$ cat src/rtl/gf_multi_squarer_if.sv
// Start/done handshake bundle for the repeated GF(2^M) squarer.
// The master drives start/din/k; the slave returns status and the result.
interface gf_multi_squarer_if #(
  parameter int M  = 8,
  parameter int KW = 4
);
  logic          start;
  logic [M-1:0]  din;
  logic [KW-1:0] k;
  logic          ready;
  logic          busy;
  logic          done;
  logic [M-1:0]  dout;

  modport master (output start, din, k, input ready, busy, done, dout);
  modport slave  (input start, din, k, output ready, busy, done, dout);
endinterface

$ cat src/rtl/gf_multi_squarer.sv
// Sequential GF(2^M) repeated squarer: dout = din^(2^k), UNROLL squarings per clock.
// Polynomial basis, reduction modulo x^M + POLY.
module gf_multi_squarer #(
  parameter int           M      = 8,
  parameter logic [M-1:0] POLY   = 8'h1B,
  parameter int           KW     = 4,
  parameter int           UNROLL = 1
) (
  input  logic               clk,
  input  logic               rst,
  gf_multi_squarer_if.slave  bus
);

  typedef enum logic [1:0] {S_IDLE, S_RUN, S_DONE} state_t;

  localparam logic [KW:0] UNR = (KW+1)'(UNROLL);

  state_t        r_state;
  state_t        w_state_next;
  logic [M-1:0]  r_acc;
  logic [M-1:0]  r_dout;
  logic [KW-1:0] r_cnt;
  logic [KW:0]   w_n;
  logic [KW-1:0] w_cnt_next;
  logic [M-1:0]  w_sq;
  logic [M-1:0]  w_stage [UNROLL+1];

  function automatic logic [M-1:0] gf_sq(input logic [M-1:0] a);
    logic [2*M-2:0] t;
    t = '0;
    for (int i = 0; i < M; i++) t[2*i] = a[i];
    // Fold from the top so each reduction step can feed lower folds.
    for (int j = 2*M-2; j >= M; j--) begin
      if (t[j]) t[j-M +: M] = t[j-M +: M] ^ POLY;
    end
    return t[M-1:0];
  endfunction

  assign w_stage[0] = r_acc;

  genvar gi;
  generate
    for (gi = 0; gi < UNROLL; gi++) begin : g_sq
      assign w_stage[gi+1] = gf_sq(w_stage[gi]);
    end
  endgenerate

  // Never square more times than remain, so cnt cannot wrap.
  always_comb begin
    w_n  = ({1'b0, r_cnt} < UNR) ? {1'b0, r_cnt} : UNR;
    w_sq = w_stage[0];
    for (int i = 1; i <= UNROLL; i++) begin
      if (w_n == (KW+1)'(i)) w_sq = w_stage[i];
    end
    w_cnt_next = r_cnt - w_n[KW-1:0];
  end

  always_ff @(posedge clk) begin
    if (rst) r_state <= S_IDLE;
    else     r_state <= w_state_next;
  end

  always_comb begin
    w_state_next = r_state;
    case (r_state)
      S_IDLE: if (bus.start) w_state_next = (bus.k == '0) ? S_DONE : S_RUN;
      S_RUN:  if (w_cnt_next == '0) w_state_next = S_DONE;
      S_DONE: w_state_next = S_IDLE;
      default: w_state_next = S_IDLE;
    endcase
  end

  always_ff @(posedge clk) begin
    if (rst) begin
      r_acc  <= '0;
      r_cnt  <= '0;
      r_dout <= '0;
    end else begin
      case (r_state)
        S_IDLE: if (bus.start) begin
          r_acc <= bus.din;
          r_cnt <= bus.k;
          if (bus.k == '0) r_dout <= bus.din;
        end
        S_RUN: begin
          r_acc <= w_sq;
          r_cnt <= w_cnt_next;
          if (w_cnt_next == '0) r_dout <= w_sq;
        end
        default: ;
      endcase
    end
  end

  assign bus.ready = (r_state == S_IDLE);
  assign bus.busy  = (r_state == S_RUN);
  assign bus.done  = (r_state == S_DONE);
  assign bus.dout  = r_dout;

endmodule
$ cat src/flat_wrapper.sv
// flat-port wrapper written by rule: the top's interface ports become plain ports
module gf_multi_squarer_flat 
#(
  parameter int           M      = 8,
  parameter logic [M-1:0] POLY   = 8'h1B,
  parameter int           KW     = 4,
  parameter int           UNROLL = 1
)
  (clk, rst, bus_start, bus_din, bus_k, bus_ready, bus_busy, bus_done, bus_dout);
  gf_multi_squarer_if #(.M(M), .KW(KW)) bus_i ();
  input  logic clk;
  input  logic rst;
  input wire logic [$bits(bus_i.start)-1:0] bus_start;
  input wire logic [$bits(bus_i.din)-1:0] bus_din;
  input wire logic [$bits(bus_i.k)-1:0] bus_k;
  output wire logic [$bits(bus_i.ready)-1:0] bus_ready;
  output wire logic [$bits(bus_i.busy)-1:0] bus_busy;
  output wire logic [$bits(bus_i.done)-1:0] bus_done;
  output wire logic [$bits(bus_i.dout)-1:0] bus_dout;
  assign bus_i.start = bus_start;
  assign bus_i.din = bus_din;
  assign bus_i.k = bus_k;
  assign bus_ready = bus_i.ready;
  assign bus_busy = bus_i.busy;
  assign bus_done = bus_i.done;
  assign bus_dout = bus_i.dout;
  gf_multi_squarer #(.M(M), .POLY(POLY), .KW(KW), .UNROLL(UNROLL)) u_core (.clk(clk), .rst(rst), .bus(bus_i));
endmodule
$ cat config.mk
export PLATFORM = sky130hd
export DESIGN_NAME = gf_multi_squarer_flat
export DESIGN_NICKNAME = d
export VERILOG_FILES = /design/src/rtl/gf_multi_squarer_if.sv /design/src/rtl/gf_multi_squarer.sv /design/src/flat_wrapper.sv
export SDC_FILE = /design/constraint.sdc
export NUM_CORES = 1
export LEC_CHECK = 0
export CORE_MARGIN = 2
export CORE_UTILIZATION = 40
export CTS_CLUSTER_DIAMETER = 30
export DETAILED_ROUTE_END_ITERATION = 8
export PLACE_DENSITY_LB_ADDON = 0.1
export SLEW_MARGIN = 5
export SYNTH_ARGS = -nofsm -noshare
export SYNTH_HDL_FRONTEND = slang
export SYNTH_SLANG_ARGS = --single-unit
$ cat constraint.sdc
create_clock -name clk -period 7.6 [get_ports clk]
set_input_delay 1.52 -clock clk [delete_from_list [all_inputs] [get_ports clk]]
set_output_delay 1.52 -clock clk [all_outputs]
set_load 0.02 [all_outputs]
==> results of run 1 <==
==> routing by layer <==
layer / global-route usage [%] / vias up / wire [µm]
met3: 3.90 / 2 / 83
li1: - / 569 / -
met5: 0 / - / 0
met4: 1.90 / 0 / 10
met1: 22.1 / 508 / 1370
met2: 28.3 / 16 / 1310
==> power by group through the flow <==
stage | Sequential, µW | Clock (µW) | Combinational, µW
floorplan | 143 | 0 | 97.3
global route | 148 | 96.7 | 133
CTS | 146 | 93.3 | 121
finish | 146 | 88.9 | 120
detailed placement | 148 | 0 | 120
global placement | 147 | 0 | 119
==> registers in the layout (all words and copies together), names as in the netlist <==
signal           cells
u_core.bus.dout      8
u_core.r_acc         8
u_core.r_cnt         4
u_core.r_state       2
==> worst paths after layout <==
path                                                   endpoint  slack, ps
worst max-delay path                                   bus_busy       3720
worst min-delay path               u_core.r_acc[0]$_SDFFE_PP0P_        500
worst max register to register  u_core.bus.dout[0]$_SDFFE_PP0P_       4640
worst min register to register     u_core.r_acc[0]$_SDFFE_PP0P_        500
==> through the flow <==
stage / instance area (µm²) / worst slack, ps
finish: 1550 / 3720
global placement: 1490 / 4150
floorplan: 1260 / 4930
detailed placement: 1490 / 4080
CTS: 1550 / 3690
global route: 1550 / 3540
==> area by class of cell <==
| class | instances | share of cell area (%) |
|---|---|---|
| Timing Repair Buffer | 25 | 16.2 |
| Inverter | 3 | 0.729 |
| Multi-Input combinational cell | 115 | 47.6 |
| Sequential cell | 22 | 28.5 |
| Tap cell | 44 | 3.56 |
| Clock inverter | 1 | 1.94 |
| Clock buffer | 3 | 1.46 |
==> critical path, stage by stage (launching register included) <==
cell and delay, ps:
dfxtp_1 530, nand2b_1 470, inv_1 380, clkdlybuf4s50_1 660
==> kinds of logic (layout without fill, tap and decap cells) <==
kind of cell | after synthesis | in the layout | share of synthesized area (%)
AND/OR/NAND/NOR | 67 | 67 | 26.8
AO/OA/AOI/OAI | 33 | 33 | 19.5
adder cells (fa/ha/maj) | 1 | 1 | 0.996
multiplexers | 4 | 4 | 3.19
XOR/XNOR | 10 | 10 | 8.07
flip-flops | 22 | 22 | 35.1
buffers and inverters | 15 | 32 | 6.37
==> cell usage in the layout (no fill, tap or decap), types with 2 or more instances in the layout <==
cell / instances
a211oi_1: 5
nand2_1: 15
nor3b_1: 2
xor2_1: 4
nand2b_1: 4
or3_1: 3
clkbuf_4: 3
nor2_1: 23
nor3_1: 2
clkdlybuf4s50_1: 25
o21ai_0: 7
nor4_1: 3
a211oi_2: 2
o32ai_1: 2
nor2b_1: 3
inv_1: 3
a21oi_1: 11
mux2i_1: 4
xnor2_1: 5
dfxtp_1: 22
nand3_1: 5
==> flow_summary.toml, run 1 <==
[status]
status = "finished clean"

[sta]
setup_viol = 0
fin_tns_setup_ps = 0
min_period_ps = 3880
worst_clock_skew_ps = 11.0
maxSlewHeadroom_pct = 41.7
fmax_mhz = 258
hold_violations = 0
worst_pin_slew_ps = 871
finalCritPeriodShare_pct = 51.1
maxSlewViolCount = 0
rsz0062_at_grt = "no"
hold-worst-slack_ps = 497

[min_path]
worstHoldPathType = "flop to flop"
hold_path_depth = 2
worstHoldStart = "u_core.r_acc[0]$_SDFFE_PP0P_"

[worst_setup_path]
r2r-start = "u_core.r_cnt[1]$_SDFFE_PP0P_"
crit_arrival_ps = 2360
cp-end-kind = "primary output"
startpoint_type = "flop"
cp_max_fo = 20
required_ps = 6080
crit_path_start = "u_core.r_state[0]$_SDFFE_PP0P_"
r2r_cells = 8
critPathKind = "flop to primary output"

[floorplan]
coreArea_mm2 = 0.00303
start_util_pct = 41.5
die-area_mm2 = 0.00360
ios = 26
num_rows = 20
dieWidth_um = 60.0
die_height_um = 60.0

[global_route]
gr-usage-all-layers_pct = 16.7
gr-total-overflow = 0
grt_pass1_vias = 1022
grt_pass1_wl_mm = 4.64
grt_max_degree = 25
antenna_found_initial = 0

[power]
p_comb_share_pct = 33.9
swShare_pct = 33.3
pwr-share-seq_pct = 41.0
powerDensity_mw_per_mm2 = 230
peakVddDrop_mv = 0.168
power_uw = 355
clkPwrFrac_pct = 25.0
intPower_uw = 237
p_leak_uw = 0.000564
p_sw_uw = 118

[logic_synthesis]
synth_ff_type = "dfxtp_1"
syn_area_per_cell_um2 = 8.26
synth_seq_cells = 22
synthTopCellsByArea = "dfxtp_1, nor2_1, nand2_1"
ys_warn_count = 0
synth_top_cell_by_area = "dfxtp_1"
synth_nets = 168
synth_common_cells = "nor2_1, dfxtp_1, nand2_1"
synth_edf_count = 0
synth_area_mm2 = 0.00126
synthesis.instances = 152
synth.distinct_cells = 39
synth_top_area_share_pct = 35.1
ys_seq_area_share_pct = 35.1
yosysMostFrequentCell = "nor2_1"
ys_async_sr_fraction_pct = 0

[cells_and_area]
drive_gt1_share_pct = 6.51
area_delta_synth_final_pct = 23.0
postLayoutCoreUtil_pct = 51.0
seq_area_um2 = 440
stdcell_count = 213
fin_nets = 186
num_antenna_cells = 0
final.fill_count = 310
multi_input_area_um2 = 736

[drt]
drc = 0
first_pass_iters = 5
avgViaCountPerCell = 5.14
via_count = 1095
wl_mm = 2.78
dr.first_iter.drc_count = 30
post_drt_wl_per_cell_um = 13.0
antenna_left = 0

[cts]
htreeDepth = 1
cts_buffer_depth = 2
clock-root-buffer = "clkbuf_4"
postCtsHoldBufs = 0
cts_tree = "built"
cts_resized = 0
cts_setup_buffers = 0
cts.clk_slew.worst_paths_ps = 130
clock_latency_ps = 310
cts_buffers = 3
cts_sinks = 22

[flow_run]
drv_cap = 0

[placement]
place_congestion = 0.767
hpwlAfterDp_mm = 2.04
io_buffers = 25
dp_cells = 209
Power figures use the tool's default switching activity.
==> inputs of run 2 (changes only) <==
==> constraint.sdc (replaced) <==
create_clock -name clk -period 3.1 [get_ports clk]
set_input_delay 0.62 -clock clk [delete_from_list [all_inputs] [get_ports clk]]
set_output_delay 0.62 -clock clk [all_outputs]
set_load 0.02 [all_outputs]
==> run 2 against run 1 <==
Compared with the run above: critical path depth rose by 6; non-clock buffer count up 3; worst hold slack lost 16 ps; clock skew down 6.7 ps; utilization rose by 0.74 points; largest cell class unchanged.
==> flow_summary.toml, run 2 (synthesized netlist as in run 1, its figures left out) <==
[floorplan]
start_util_pct = 41.5
num_rows = 20
die-area_mm2 = 0.00360
coreArea_mm2 = 0.00303
die_height_um = 60.0
dieWidth_um = 60.0
ios = 26

[global_route]
gr-total-overflow = 0
grt_pass1_vias = 1033
grt_use_met2_pct = 27.0
met3_usage_pct = 2.81
grt_pass1_wl_mm = 4.91
grt_max_degree = 25
antenna_found_initial = 0
grt_util_met1_pct = 26.4
gr-usage-all-layers_pct = 18.2
top_usage_layer = "met2"

[cells_and_area]
stdcell_count = 216
layout_common_cells = "clkdlybuf4s50_1, nor2_1, dfxtp_1"
num_antenna_cells = 0
fin_nets = 189
drive_gt1_share_pct = 8.14
layout_commonest_cell = "clkdlybuf4s50_1"
area_delta_synth_final_pct = 24.8
final_area_mm2 = 0.00157
postLayoutCoreUtil_pct = 51.8

[worst_setup_path]
critPathSlowestCell = "or4_4"
critPathKind = "flop to flop"
cp_cell_sequence = "or4_4 -> nand2b_1 -> ha_1 -> nor3b_1 -> a311oi_2 -> o41ai_4 -> buf_4 -> mux2i_1 -> nor2_1"
required_ps = 3280
max_stage_delay_ps = 620
cp-end-kind = "flop"
cp_max_fo = 8
startpoint_type = "flop"
crit_arrival_ps = 3020

[drt]
antenna_left = 0
first_pass_iters = 4
avgViaCountPerCell = 5.18
via_count = 1119
post_drt_wl_per_cell_um = 13.8
drc = 0
dr.first_iter.drc_count = 66
wl_mm = 2.99

[placement]
io_buffers = 25
place_congestion = 0.752
post_dp_cell_area_mm2 = 0.00152
dp_cells = 212
hpwlAfterDp_mm = 2.11

[power]
peakVddDrop_mv = 0.300
clkPwrFrac_pct = 25.5
swShare_pct = 33.9
pwr-share-seq_pct = 40.4
power_uw = 886
p_sw_uw = 301
intPower_uw = 586
p_leak_uw = 0.000579
powerDensity_mw_per_mm2 = 565
p_comb_share_pct = 34.1

[sta]
fin_tns_setup_ps = 0
worst_pin_slew_ps = 856
worst_clock_skew_ps = 4.25
maxSlewHeadroom_pct = 42.8
finalCritPeriodShare_pct = 91.4
fmax_mhz = 353
hold_violations = 0
setup_viol = 0
rsz0062_at_grt = "no"
min_period_ps = 2830
maxSlewViolCount = 0

[status]
status = "finished clean"

[cts]
postCtsHoldBufs = 0
cts_tree = "built"
cts.clk_slew.worst_paths_ps = 130
cts_sinks = 22
cts_buffers = 3
clock_latency_ps = 310
htreeDepth = 1
cts_setup_buffers = 0
clock-root-buffer = "clkbuf_4"
cts_resized = 0
cts_buffer_depth = 2

[min_path]
worstHoldPathType = "flop to flop"

[flow_run]
drv_cap = 0
-- run 2: cell count changes in the layout (fill, tap and decap cells not counted), sizes merged --
cell,change
buf,+3
-- run 2: area by class of cell --
cell class / count / area (µm²)
multi-input cells: 115 / 736
flip-flops and latches: 22 / 440
clock buffers: 3 / 22.5
repair buffers: 28 / 273
inverters: 3 / 11.3
well taps: 44 / 55.1
clock inverters: 1 / 30.0
fillers: 304 / 1460
-- run 2: worst max-delay path, delay by kind of cell, from the launching register on --
family	cells	cell delay (ps)
mux	1	180
simple gates	4	1050
compound gates	2	620
buf+inv	1	250
fa+ha+maj	1	180
flops	1	400
-- run 2: worst paths after layout --
kind	endpoint	slack, ps	depth (start not counted)	startpoint
min reg2reg	u_core.r_acc[0]$_SDFFE_PP0P_	480	2	u_core.r_acc[0]$_SDFFE_PP0P_
max reg2reg	u_core.bus.dout[5]$_SDFFE_PP0P_	270	9	u_core.r_cnt[0]$_SDFFE_PP0P_
max	u_core.bus.dout[5]$_SDFFE_PP0P_	270	9	u_core.r_cnt[0]$_SDFFE_PP0P_
min	u_core.r_acc[0]$_SDFFE_PP0P_	480	2	u_core.r_acc[0]$_SDFFE_PP0P_
-- run 2: metal layers --
metal  wire (µm)  share of wire (%)
met1        1510                 50
met2        1350                 45
met3          93                3.1
met4          41                1.4
met5           0                  0
-- run 2: power by group through the flow --
| stage | clock network (µW) | logic (µW) | registers (µW) |
|---|---|---|---|
| global placement | 0 | 299 | 362 |
| finish | 226 | 302 | 358 |
| floorplan | 0 | 239 | 351 |
| global route | 243 | 339 | 364 |
| detailed placement | 0 | 302 | 365 |
| CTS | 229 | 304 | 358 |
-- run 2: per-stage QoR --
stage | worst slack [ps] | hold slack (ps)
2_1_floorplan | 648 | 449
3_3_place_gp | 422 | 462
3_5_place_dp | 264 | 467
4_1_cts | 248 | 485
5_1_grt | 66.4 | 518
6_report | 267 | 481
==> inputs of run 3 (changes only) <==
--- a/config.mk
+++ b/config.mk
@@ -14,3 +14,4 @@
 export SYNTH_ARGS = -nofsm -noshare
 export SYNTH_HDL_FRONTEND = slang
 export SYNTH_SLANG_ARGS = --single-unit
+export TNS_END_PERCENT = 5
==> results of run 3 <==
Same layout as run 2: the final DEF is identical, and so are final timing and power.
==> RTL change (flow settings as in run 2) <==
Make the reset (`rst`) asynchronous in 2 clocked blocks.
--- a/src/rtl/gf_multi_squarer.sv
+++ b/src/rtl/gf_multi_squarer.sv
@@ -57,3 +57,3 @@
 
-  always_ff @(posedge clk) begin
+  always_ff @(posedge clk or posedge rst) begin
     if (rst) r_state <= S_IDLE;
@@ -72,3 +72,3 @@
 
-  always_ff @(posedge clk) begin
+  always_ff @(posedge clk or posedge rst) begin
     if (rst) begin
Check against the original RTL: differs if rst is asserted again (counterexample within 4 cycles, from zero or initial values and one cycle with rst high); with rst held inactive, the same outputs for 10 cycles.
==> RTL change against run 2 <==
Setup slack better by 0.044 ns; first-iteration DRC count is 59% lower; wire length is 14% lower; area after synthesis shrank 2.6%; sequential cell count is the same; via count down 15%; hold slack improved by 0.045 ns; final area did not move.
Power is not compared: it rests on default switching activity, and its combinational part moved more than twofold at a synthesized area within 25%.
==> RTL change: results <==
layout:
  buffers: 31
  layout.area.seq_um2: 551
  multi_input_area_share_pct: 39.9
  nonClkBufAreaFrac_pct: 18.8
  nonClockInverterCount: 5
  nets: 167
global_routing:
  grt_max_degree: 23
  grt_pass1_wl_mm: 4.38
  grt_use_total_pct: 16.7
drt:
  drt_iter0_drc: 27
  viasPerCell: 5.22
  num_vias: 955
placement:
  dp_hpwl_mm: 1.88
  dp_cells: 179
  gp_congestion: 0.710
setup_path:
  r2r_slack_ns: 0.31
  crit_end: "u_core.bus.dout[0]"
  critPathLaunch: "u_core.r_cnt[2]"
sta:
  tightest_slew_ns: 0.840
  fin_skew_ns: 0.00310
status:
  outcome: "finished clean"
yosys:
  ys_types: 29
  ys.flop_type: "dfrtp_1"
  syn_inst: 121
  synth_common_cells: "dfrtp_1 (22), o21ai_0 (14), mux2_2 (13)"
  syn-num-nets: 137
  async_reset_ff_share_pct: 100
worst_hold_path:
  holdPathEnd: "u_core.bus.dout[1]"
-- RTL change: layer usage --
layer | wire, um | GRT usage (%)
met5 | 0 | 0
met4 | 39 | 5.84
met3 | 95 | 2.18
met2 | 1120 | 25.7
met1 | 1310 | 24.0
-- RTL change: through the flow --
| stage | worst slack, ns | area (um2) |
|---|---|---|
| CTS | 0.308 | 1570 |
| global route | 0.174 | 1570 |
| floorplan | 0.409 | 1220 |
| finish | 0.311 | 1570 |
| detailed placement | 0.326 | 1530 |
| global placement | 0.410 | 1530 |
-- RTL change: logic make-up (layout without fill, tap and decap cells) --
kind of cell / Yosys count / after routing / share of synthesized area, %
xor+xnor: 10 / 10 / 8.28
fa+ha+maj: 1 / 1 / 1.02
buf+inv: 11 / 40 / 3.89
compound gates: 29 / 29 / 14.0
flops: 22 / 22 / 45.0
simple gates: 31 / 31 / 12.6
mux: 17 / 17 / 15.2
